--- src/rtl/riscv_mem_pkg.sv ---
// riscv_mem_pkg: constants shared by the memory-stage front end and the
// downstream load-extension stage.
//   - funct3 encodings for loads/stores
//   - dmem_access_unit FSM state encoding
//   - norm_funct3(): maps illegal funct3 codes onto a full word access
package riscv_mem_pkg;

  localparam logic [2:0] F3_LB  = 3'b000;
  localparam logic [2:0] F3_LH  = 3'b001;
  localparam logic [2:0] F3_LW  = 3'b010;
  localparam logic [2:0] F3_LBU = 3'b100;
  localparam logic [2:0] F3_LHU = 3'b101;
  localparam logic [2:0] F3_SB  = 3'b000;
  localparam logic [2:0] F3_SH  = 3'b001;
  localparam logic [2:0] F3_SW  = 3'b010;

  typedef enum logic [1:0] {
    ST_IDLE     = 2'd0,
    ST_ISSUE    = 2'd1,
    ST_WAIT_RSP = 2'd2
  } state_e;

  // Anything that is not a legal width for the access direction becomes a word.
  function automatic logic [2:0] norm_funct3(input logic we, input logic [2:0] f3);
    logic [2:0] r;
    r = we ? F3_SW : F3_LW;
    if (we) begin
      if (f3 == F3_SB || f3 == F3_SH || f3 == F3_SW) r = f3;
    end else begin
      if (f3 == F3_LB || f3 == F3_LH || f3 == F3_LW || f3 == F3_LBU || f3 == F3_LHU) r = f3;
    end
    return r;
  endfunction

endpackage

--- src/rtl/dmem_access_unit_store_align.sv ---
// store_align: combinational store lane steering.
//   funct3_i  : normalized store funct3 (SB/SH/SW)
//   addr_lo_i : byte offset addr[1:0]
//   wdata_i   : unshifted rs2
//   wbe_o     : byte enables
//   wdata_o   : data replicated across all lanes of the access width
module store_align
  import riscv_mem_pkg::*;
(
  input  logic [2:0]  funct3_i,
  input  logic [1:0]  addr_lo_i,
  input  logic [31:0] wdata_i,
  output logic [3:0]  wbe_o,
  output logic [31:0] wdata_o
);

  always_comb begin
    wbe_o   = 4'b1111;
    wdata_o = wdata_i;
    if (funct3_i == F3_SB) begin
      wbe_o   = 4'b0001 << addr_lo_i;
      wdata_o = {4{wdata_i[7:0]}};
    end else if (funct3_i == F3_SH) begin
      // Halfword lane is picked by addr[1] only; addr[0] is ignored here.
      wbe_o   = 4'b0011 << {addr_lo_i[1], 1'b0};
      wdata_o = {2{wdata_i[15:0]}};
    end
  end

endmodule

--- src/rtl/dmem_access_unit.sv ---
// dmem_access_unit: memory-stage front end. Accepts one load/store at a time,
// issues a word-aligned request to data memory, waits for load data and
// captures it (raw word, byte offset, funct3) for the load-extension stage.
//   req_*      : execute-stage request (valid/ready)
//   mem_req_*  : memory request, mem_addr/mem_wdata/mem_wbe held while pending
//   mem_rsp_*  : load response, only honoured while waiting for one
//   ld_*       : captured load result, ld_valid is a one-cycle pulse
//   st_done    : one-cycle pulse after a store is accepted by memory
//   misalign   : one-cycle pulse for a dropped misaligned access
//   busy       : FSM not idle
// Build option: define DMEM_MISALIGN_TRAP_EN to drop misaligned H/W accesses
// and report them on misalign; otherwise misalign is 0 and they are issued.
module dmem_access_unit
  import riscv_mem_pkg::*;
#(
  parameter int ADDR_W = 32
) (
  input  logic              clk,
  input  logic              rst_n,
  input  logic              req_valid,
  output logic              req_ready,
  input  logic              req_we,
  input  logic [2:0]        req_funct3,
  input  logic [ADDR_W-1:0] req_addr,
  input  logic [31:0]       req_wdata,
  output logic              mem_req_valid,
  input  logic              mem_req_ready,
  output logic [ADDR_W-1:0] mem_addr,
  output logic [31:0]       mem_wdata,
  output logic [3:0]        mem_wbe,
  input  logic              mem_rsp_valid,
  input  logic [31:0]       mem_rdata,
  output logic              ld_valid,
  output logic [31:0]       ld_data,
  output logic [1:0]        ld_sel,
  output logic [2:0]        ld_funct3,
  output logic              st_done,
  output logic              misalign,
  output logic              busy
);

  state_e            state_q, state_d;
  logic              we_q, we_d;
  logic [2:0]        f3_q, f3_d;
  logic [1:0]        sel_q, sel_d;
  logic [ADDR_W-1:0] addr_q, addr_d;
  logic [3:0]        wbe_q, wbe_d;
  logic [31:0]       wdata_q, wdata_d;
  logic [31:0]       ld_data_q, ld_data_d;
  logic [1:0]        ld_sel_q, ld_sel_d;
  logic [2:0]        ld_f3_q, ld_f3_d;
  logic              ld_valid_q, ld_valid_d;
  logic              st_done_q, st_done_d;

  logic [2:0]        f3_n;
  logic [3:0]        sa_wbe;
  logic [31:0]       sa_wdata;

  assign f3_n = norm_funct3(req_we, req_funct3);

  store_align u_store_align (
    .funct3_i  (f3_n),
    .addr_lo_i (req_addr[1:0]),
    .wdata_i   (req_wdata),
    .wbe_o     (sa_wbe),
    .wdata_o   (sa_wdata)
  );

`ifdef DMEM_MISALIGN_TRAP_EN
  logic mis, misalign_q, misalign_d;
  // Low two funct3 bits give the width for both loads and stores after normalization.
  assign mis = ((f3_n[1:0] == 2'b01) && req_addr[0]) ||
               ((f3_n[1:0] == 2'b10) && (req_addr[1:0] != 2'b00));
  assign misalign = misalign_q;
`else
  assign misalign = 1'b0;
`endif

  always_comb begin
    state_d    = state_q;
    we_d       = we_q;
    f3_d       = f3_q;
    sel_d      = sel_q;
    addr_d     = addr_q;
    wbe_d      = wbe_q;
    wdata_d    = wdata_q;
    ld_data_d  = ld_data_q;
    ld_sel_d   = ld_sel_q;
    ld_f3_d    = ld_f3_q;
    ld_valid_d = 1'b0;
    st_done_d  = 1'b0;
`ifdef DMEM_MISALIGN_TRAP_EN
    misalign_d = 1'b0;
`endif
    case (state_q)
      ST_IDLE: begin
        if (req_valid) begin
          we_d    = req_we;
          f3_d    = f3_n;
          sel_d   = req_addr[1:0];
          addr_d  = {req_addr[ADDR_W-1:2], 2'b00};
          wbe_d   = req_we ? sa_wbe : 4'b0000;
          wdata_d = req_we ? sa_wdata : 32'h0;
`ifdef DMEM_MISALIGN_TRAP_EN
          if (mis) misalign_d = 1'b1;
          else     state_d    = ST_ISSUE;
`else
          state_d = ST_ISSUE;
`endif
        end
      end
      ST_ISSUE: begin
        if (mem_req_ready) begin
          // Stores are posted: no response is expected from memory.
          if (we_q) begin
            st_done_d = 1'b1;
            state_d   = ST_IDLE;
          end else begin
            state_d   = ST_WAIT_RSP;
          end
        end
      end
      ST_WAIT_RSP: begin
        if (mem_rsp_valid) begin
          ld_data_d  = mem_rdata;
          ld_sel_d   = sel_q;
          ld_f3_d    = f3_q;
          ld_valid_d = 1'b1;
          state_d    = ST_IDLE;
        end
      end
      default: state_d = ST_IDLE;
    endcase
  end

  always_ff @(posedge clk or negedge rst_n) begin
    if (!rst_n) begin
      state_q    <= ST_IDLE;
      we_q       <= 1'b0;
      f3_q       <= 3'b000;
      sel_q      <= 2'b00;
      addr_q     <= '0;
      wbe_q      <= 4'b0000;
      wdata_q    <= 32'h0;
      ld_data_q  <= 32'h0;
      ld_sel_q   <= 2'b00;
      ld_f3_q    <= 3'b000;
      ld_valid_q <= 1'b0;
      st_done_q  <= 1'b0;
`ifdef DMEM_MISALIGN_TRAP_EN
      misalign_q <= 1'b0;
`endif
    end else begin
      state_q    <= state_d;
      we_q       <= we_d;
      f3_q       <= f3_d;
      sel_q      <= sel_d;
      addr_q     <= addr_d;
      wbe_q      <= wbe_d;
      wdata_q    <= wdata_d;
      ld_data_q  <= ld_data_d;
      ld_sel_q   <= ld_sel_d;
      ld_f3_q    <= ld_f3_d;
      ld_valid_q <= ld_valid_d;
      st_done_q  <= st_done_d;
`ifdef DMEM_MISALIGN_TRAP_EN
      misalign_q <= misalign_d;
`endif
    end
  end

  assign req_ready     = (state_q == ST_IDLE);
  assign busy          = (state_q != ST_IDLE);
  assign mem_req_valid = (state_q == ST_ISSUE);
  assign mem_addr      = addr_q;
  assign mem_wdata     = wdata_q;
  assign mem_wbe       = wbe_q;
  assign ld_valid      = ld_valid_q;
  assign ld_data       = ld_data_q;
  assign ld_sel        = ld_sel_q;
  assign ld_funct3     = ld_f3_q;
  assign st_done       = st_done_q;

endmodule
--- config.mk ---
export PLATFORM = sky130hd
export DESIGN_NAME = dmem_access_unit
export DESIGN_NICKNAME = d
export VERILOG_FILES = /design/src/rtl/riscv_mem_pkg.sv /design/src/rtl/dmem_access_unit_store_align.sv /design/src/rtl/dmem_access_unit.sv
export SDC_FILE = /design/constraint.sdc
export NUM_CORES = 1
export LEC_CHECK = 0
export CAP_MARGIN = 20
export CORE_MARGIN = 2
export CORE_UTILIZATION = 42
export CTS_CLUSTER_SIZE = 20
export DETAILED_ROUTE_END_ITERATION = 16
export GPL_ROUTABILITY_DRIVEN = 1
export PLACE_DENSITY = 0.9
export SETUP_SLACK_MARGIN = 0.4
export SLEW_MARGIN = 20
export SYNTH_ARGS = -nofsm -noshare
export SYNTH_HDL_FRONTEND = slang
export SYNTH_SLANG_ARGS = --single-unit
--- constraint.sdc ---
create_clock -name clk -period 1.7 [get_ports clk]
set_clock_uncertainty 0.15 [all_clocks]
set_input_delay 0.51 -clock clk [delete_from_list [all_inputs] [get_ports clk]]
set_output_delay 0.51 -clock clk [all_outputs]
set_load 0.02 [all_outputs]
Word-level counts from Yosys, hierarchy flattened
Cells that the tools add are included.
- multiplexer cells: 19
- reductions and logical operators: 11
- shift operators: 2
- eq/ne operators: 10
- operators with widths (kind ; count):
    two-way mux 32 bit ; 3
    two-way mux 4 bit ; 3
    two-way mux 3 bit ; 3
    two-way mux 2 bit ; 4
    equality test 3 x 1 -> 1 bit, second input constant ; 2
    equality test 3 bit, second input constant ; 2
    zero test 3 bit ; 2
    case mux 2 bit (3 select lines) ; 1
    two-way mux 1 bit ; 5
    logical OR 1 bit ; 4
    inequality test 2 bit, second input constant ; 2
    AND reduction 2 bit ; 2
    << shifter 1 x 2 -> 4 bit, first input constant ; 1
    << shifter 2 x 2 -> 4 bit, first input constant ; 1
    equality test 3 x 2 -> 1 bit, second input constant ; 1
    AND reduction 3 bit ; 1
    equality test 2 x 1 -> 1 bit, second input constant ; 1
    equality test 2 bit, second input constant ; 1
    zero test 2 bit ; 1
    inequality test 2 x 1 -> 1 bit, second input constant ; 1
    nonzero test 2 bit ; 1
- input port bits: 105
- register bits: 113
- output and inout bits: 111

Longest topological paths before layout
- depth in word-level cells: 11
- gate-level depth with buffers: 5
- depth with buffers taken out: 3

By module
A second synthesis with hierarchy kept.
- cell total of the unflattened synthesis: 397
- area, all modules: 4966.0 um^2
- modules (own cells, without submodules) (module ; cells an instance ; times used ; sequential area each (um^2) ; area each (um^2)):
    dmem_access_unit ; 335 ; 1 ; 2827.7 ; 4464.3
    store_align ; 62 ; 1 ; 0.0 ; 501.7

Worst setup path before layout
No wires, ideal clock.
- kind: register to output
- start: register state_q[0]
- end: output port req_ready
- path slack: 0.076 ns
- arrival: 0.964 ns
- cell stages (with the launch flop): 3
- cell sequence: dfrtp_1 > or2_2 > inv_1
- word-level cells in the longest chain between the ends: 1
- RTL lines (item ; line ; source):
    start, declared ; dmem_access_unit.sv:42 ; state_e state_q, state_d;
    start signal, assigned ; dmem_access_unit.sv:154 ; state_q <= state_d;
    zero test 2 bit ; dmem_access_unit.sv:172 ; assign req_ready = (state_q == ST_IDLE);
    end, declared ; dmem_access_unit.sv:21 ; output logic req_ready,
Every way passes these cells.

Worst setup path after layout
- start: register state_q[1]
- end: output port req_ready
The elaborated chain is that of the path after synthesis.

==> impl_results.md <==
- Residual DRC count: 0
- Filler cell count: 495
- Pre-CTS setup slack: -0.5192 ns
- Io pins: approximately 220
- H-Tree Depth: 4
- Full die area: 12,060 um^2
- Std-Cell Rows: 38
- Clock latency on the worst-skew pair: 0.50 ns
- CTS sink cnt: 113
- Synth cell types: 29
- Failing checks: negative setup slack
- Number of CTS-inserted buffers: 17
- Startpoint Class: register
- Critical Path Sink Type: output port
- Pre-antenna DRT Iters: 6
- Antenna viol nets, final: 0
- Die width: 109.8 um
- Status: complete, but fails checks
- Maximum VDD drop: 1.205 mV
- Tcrit/Tclk final: 118.7%
- Max cap viols: 0
- Clock root cell: clkbuf_8
- Fmax: between 400 and 500 MHz
- Synth-to-Final Area Change: 100.2%
- Post-detail-place hpwl: 9763 um
- Die span in y: 109.8 um
- Largest net degree at the start of global routing: 64
- DRT Wirelength: 19,100 um
- Endpoints failing setup: 150
- Synth Area per Inst: 11.04 um^2
- RSZ-0062 raised after global routing: true
- Pleak: between 4 and 5 nW
- Total number of vias: 4,911
- Final hold vios: 0
- Maximum fanout along the worst path: 3
- Post-synthesis sequential area ratio: between 60% and 70%
- Design Area, Final: ~9400 um^2
- WL per Instance: 20.53 um
- Slew Limit Headroom: 49.96%
- Final Util: between 80 and 90%
- CORE AREA: 10,890 um^2
- Final net count: 882
- FF+latch count, synth: 113
- Share of layout cells above drive strength 1: between 40% and 50%
- Final Slew Violations: 0
- Post-Syn Area: between 4000 and 5000 um^2
- Worst Path Required: 1.04 ns
- Iter 0 DRT Violations: 364
- GRT Overall Usage: 26.23%
- Initial antenna violation count: 0
- Placed Instance Area: 7273 um^2
- Diode count: 0
- Post-Route Setup TNS: -10.96 ns
- Post-Layout Cell Count: 930
- Gpl congestion: 0.9723
- WP data arrival: 1.36 ns
- Port bufs: 212
- Synth Warn #: 0
- Dpl cells: about 790
- Worst min-delay path class: register to register
- Mapped Cells: 426
- Initial Utilization: 43.19%
- DR vias/cell: 5.281
- CTS tree: done
- Worst-margin pin slew: 0.7317 ns
- Max clock buf depth: 2
- Worst-path clk slew: 0.06 ns
- Vias in the first global route: 4,601
- CP Class: register to output port
- First-pass GRT wire length: 23,690 um
- Cell Pwr Density: just under 2000 nW/um^2
- Post-route minimum period: 2.018 ns
- Fin worst setup slack: -0.3182 ns
- Remaining Overflow, GRT: 0
## layer usage
layer | routed length [um] | global-route usage [%]
met1 | 7099 | 29.73
met2 | 9693 | 45.75
met3 | 1497 | 8.358
met4 | 805 | 10.31
met5 | 0 | 0
## final timing paths
| path | cells after the start | start | slack [ns] | end |
|---|---|---|---|---|
| min in group asynchronous | 3 | rst_n | 0.41 | ld_data[10] |
| max | 3 | state_q[1] | -0.32 | req_ready |
| max reg2reg | 7 | state_q[1] | -0.19 | mem_wdata[8] |
| min | 2 | mem_addr[11] | 0.34 | mem_addr[11] |
| min reg2reg | 2 | mem_addr[11] | 0.34 | mem_addr[11] |
| max in group asynchronous | 3 | rst_n | 0.69 | state_q[1] |
## what timing repair did
action                                  CTS  global route
pin swaps                                 4            34
gates cloned                             11            11
hold endpoints to repair                113             0
endpoints found under the setup margin  219           220
hold buffers                              1             0
setup buffers                            38            45
resized for setup                       683            94
## cells in the mapped netlist
| master | n | area (um^2) |
|---|---|---|
| nand2_1 | 140 | 525.5 |
| dfrtp_1 | 113 | 2828 |
| o21ai_0 | 33 | 165.2 |
| mux2_2 | 29 | 326.6 |
| mux2i_1 | 16 | 160.2 |
| clkbuf_1 | 9 | 33.78 |
| nand3_1 | 9 | 45.04 |
| nor2b_1 | 9 | 56.30 |
| a2111oi_0 | 8 | 70.07 |
| buf_2 | 8 | 40.04 |
| buf_6 | 8 | 90.09 |
| o21ai_1 | 8 | 40.04 |
| inv_1 | 7 | 26.28 |
| mux2_4 | 7 | 105.1 |
| a22o_1 | 4 | 35.03 |
| buf_4 | 3 | 22.52 |
| nand2b_1 | 2 | 12.51 |
| nor2_1 | 2 | 7.510 |
| a21oi_1 | 1 | 5.000 |
| and3_1 | 1 | 6.260 |
| and4bb_2 | 1 | 12.51 |
| conb_1 | 1 | 3.750 |
| nand3b_1 | 1 | 7.510 |
| nor3_4 | 1 | 16.27 |
| nor3b_4 | 1 | 18.77 |
| o32ai_1 | 1 | 8.760 |
| o41ai_2 | 1 | 16.27 |
| or2_2 | 1 | 6.260 |
| or3b_4 | 1 | 11.26 |
## placed cells by master, fill, tap and decap left out, drive strengths merged
cell type	n
buf	244
nand2	140
dfrtp	113
clkdlybuf4s50	103
o21ai	41
mux2	36
clkbuf	31
mux2i	16
nor2b	9
nand3	9
a2111oi	8
inv	7
clkinvlp	5
a22o	4
or3b	3
conb	3
clkinv	3
nand2b	2
nor2	2
or2	1
nand3b	1
and3	1
nor3b	1
a21oi	1
and4bb	1
o32ai	1
o41ai	1
nor3	1
bufinv	1
dlygate4sd3	1
## cell families (layout without fill, tap and decap cells)
group / Yosys count / count (layout) / share of synthesized area [%]
AND/OR/NAND/NOR: 169 / 171 / 15.43
buffers and inverters: 35 / 395 / 4.524
flip-flops: 113 / 113 / 60.14
AO/OA/AOI/OAI: 56 / 56 / 7.238
other: 1 / 3 / 0.07975
multiplexers: 52 / 52 / 12.59
## metrics by stage
| step | hold WS, ns | total power [W] |
|---|---|---|
| 5_1_grt | 0.3717 | 0.01910 |
| 3_5_place_dp | 0.3072 | 0.01158 |
| 6_report | 0.3404 | 0.01835 |
| 2_1_floorplan | 0.06441 | 0.008113 |
| 4_1_cts | 0.3344 | 0.01652 |
| 3_3_place_gp | 0.2996 | 0.01133 |
## flip-flops by register name (all words and copies together) (netlist names)
signal and count:
ld_data 32, mem_wdata 32, mem_addr 30, mem_wbe 4, f3_q 3, ld_funct3 3, ld_sel 2, sel_q 2
state_q 2, ld_valid 1, st_done 1, we_q 1
## critical path, stage by stage, from the launching register on
cell and delay (ns):
dfrtp_2 0.41, or2_4 0.24, inv_2 0.08, buf_6 0.13
## power breakdown
part           leakage, nW  switching [W]  internal [W]
Clock                0.256        0.00123       0.00204
Sequential            1.42        0.00106       0.00397
Combinational         2.99        0.00446       0.00558
## final cells by class
type | count | area, um^2 | area share, %
inverters | 7 | 26.28 | 0.2791
multi-input cells | 282 | 2018 | 21.44
repair buffers | 356 | 3815 | 40.53
flip-flops and latches | 113 | 2829 | 30.05
well taps | 140 | 175.2 | 1.861
clock buffers | 23 | 466.7 | 4.958
clock inverters | 9 | 82.58 | 0.8773
No activity file was read; power rests on OpenSTA's default activity.
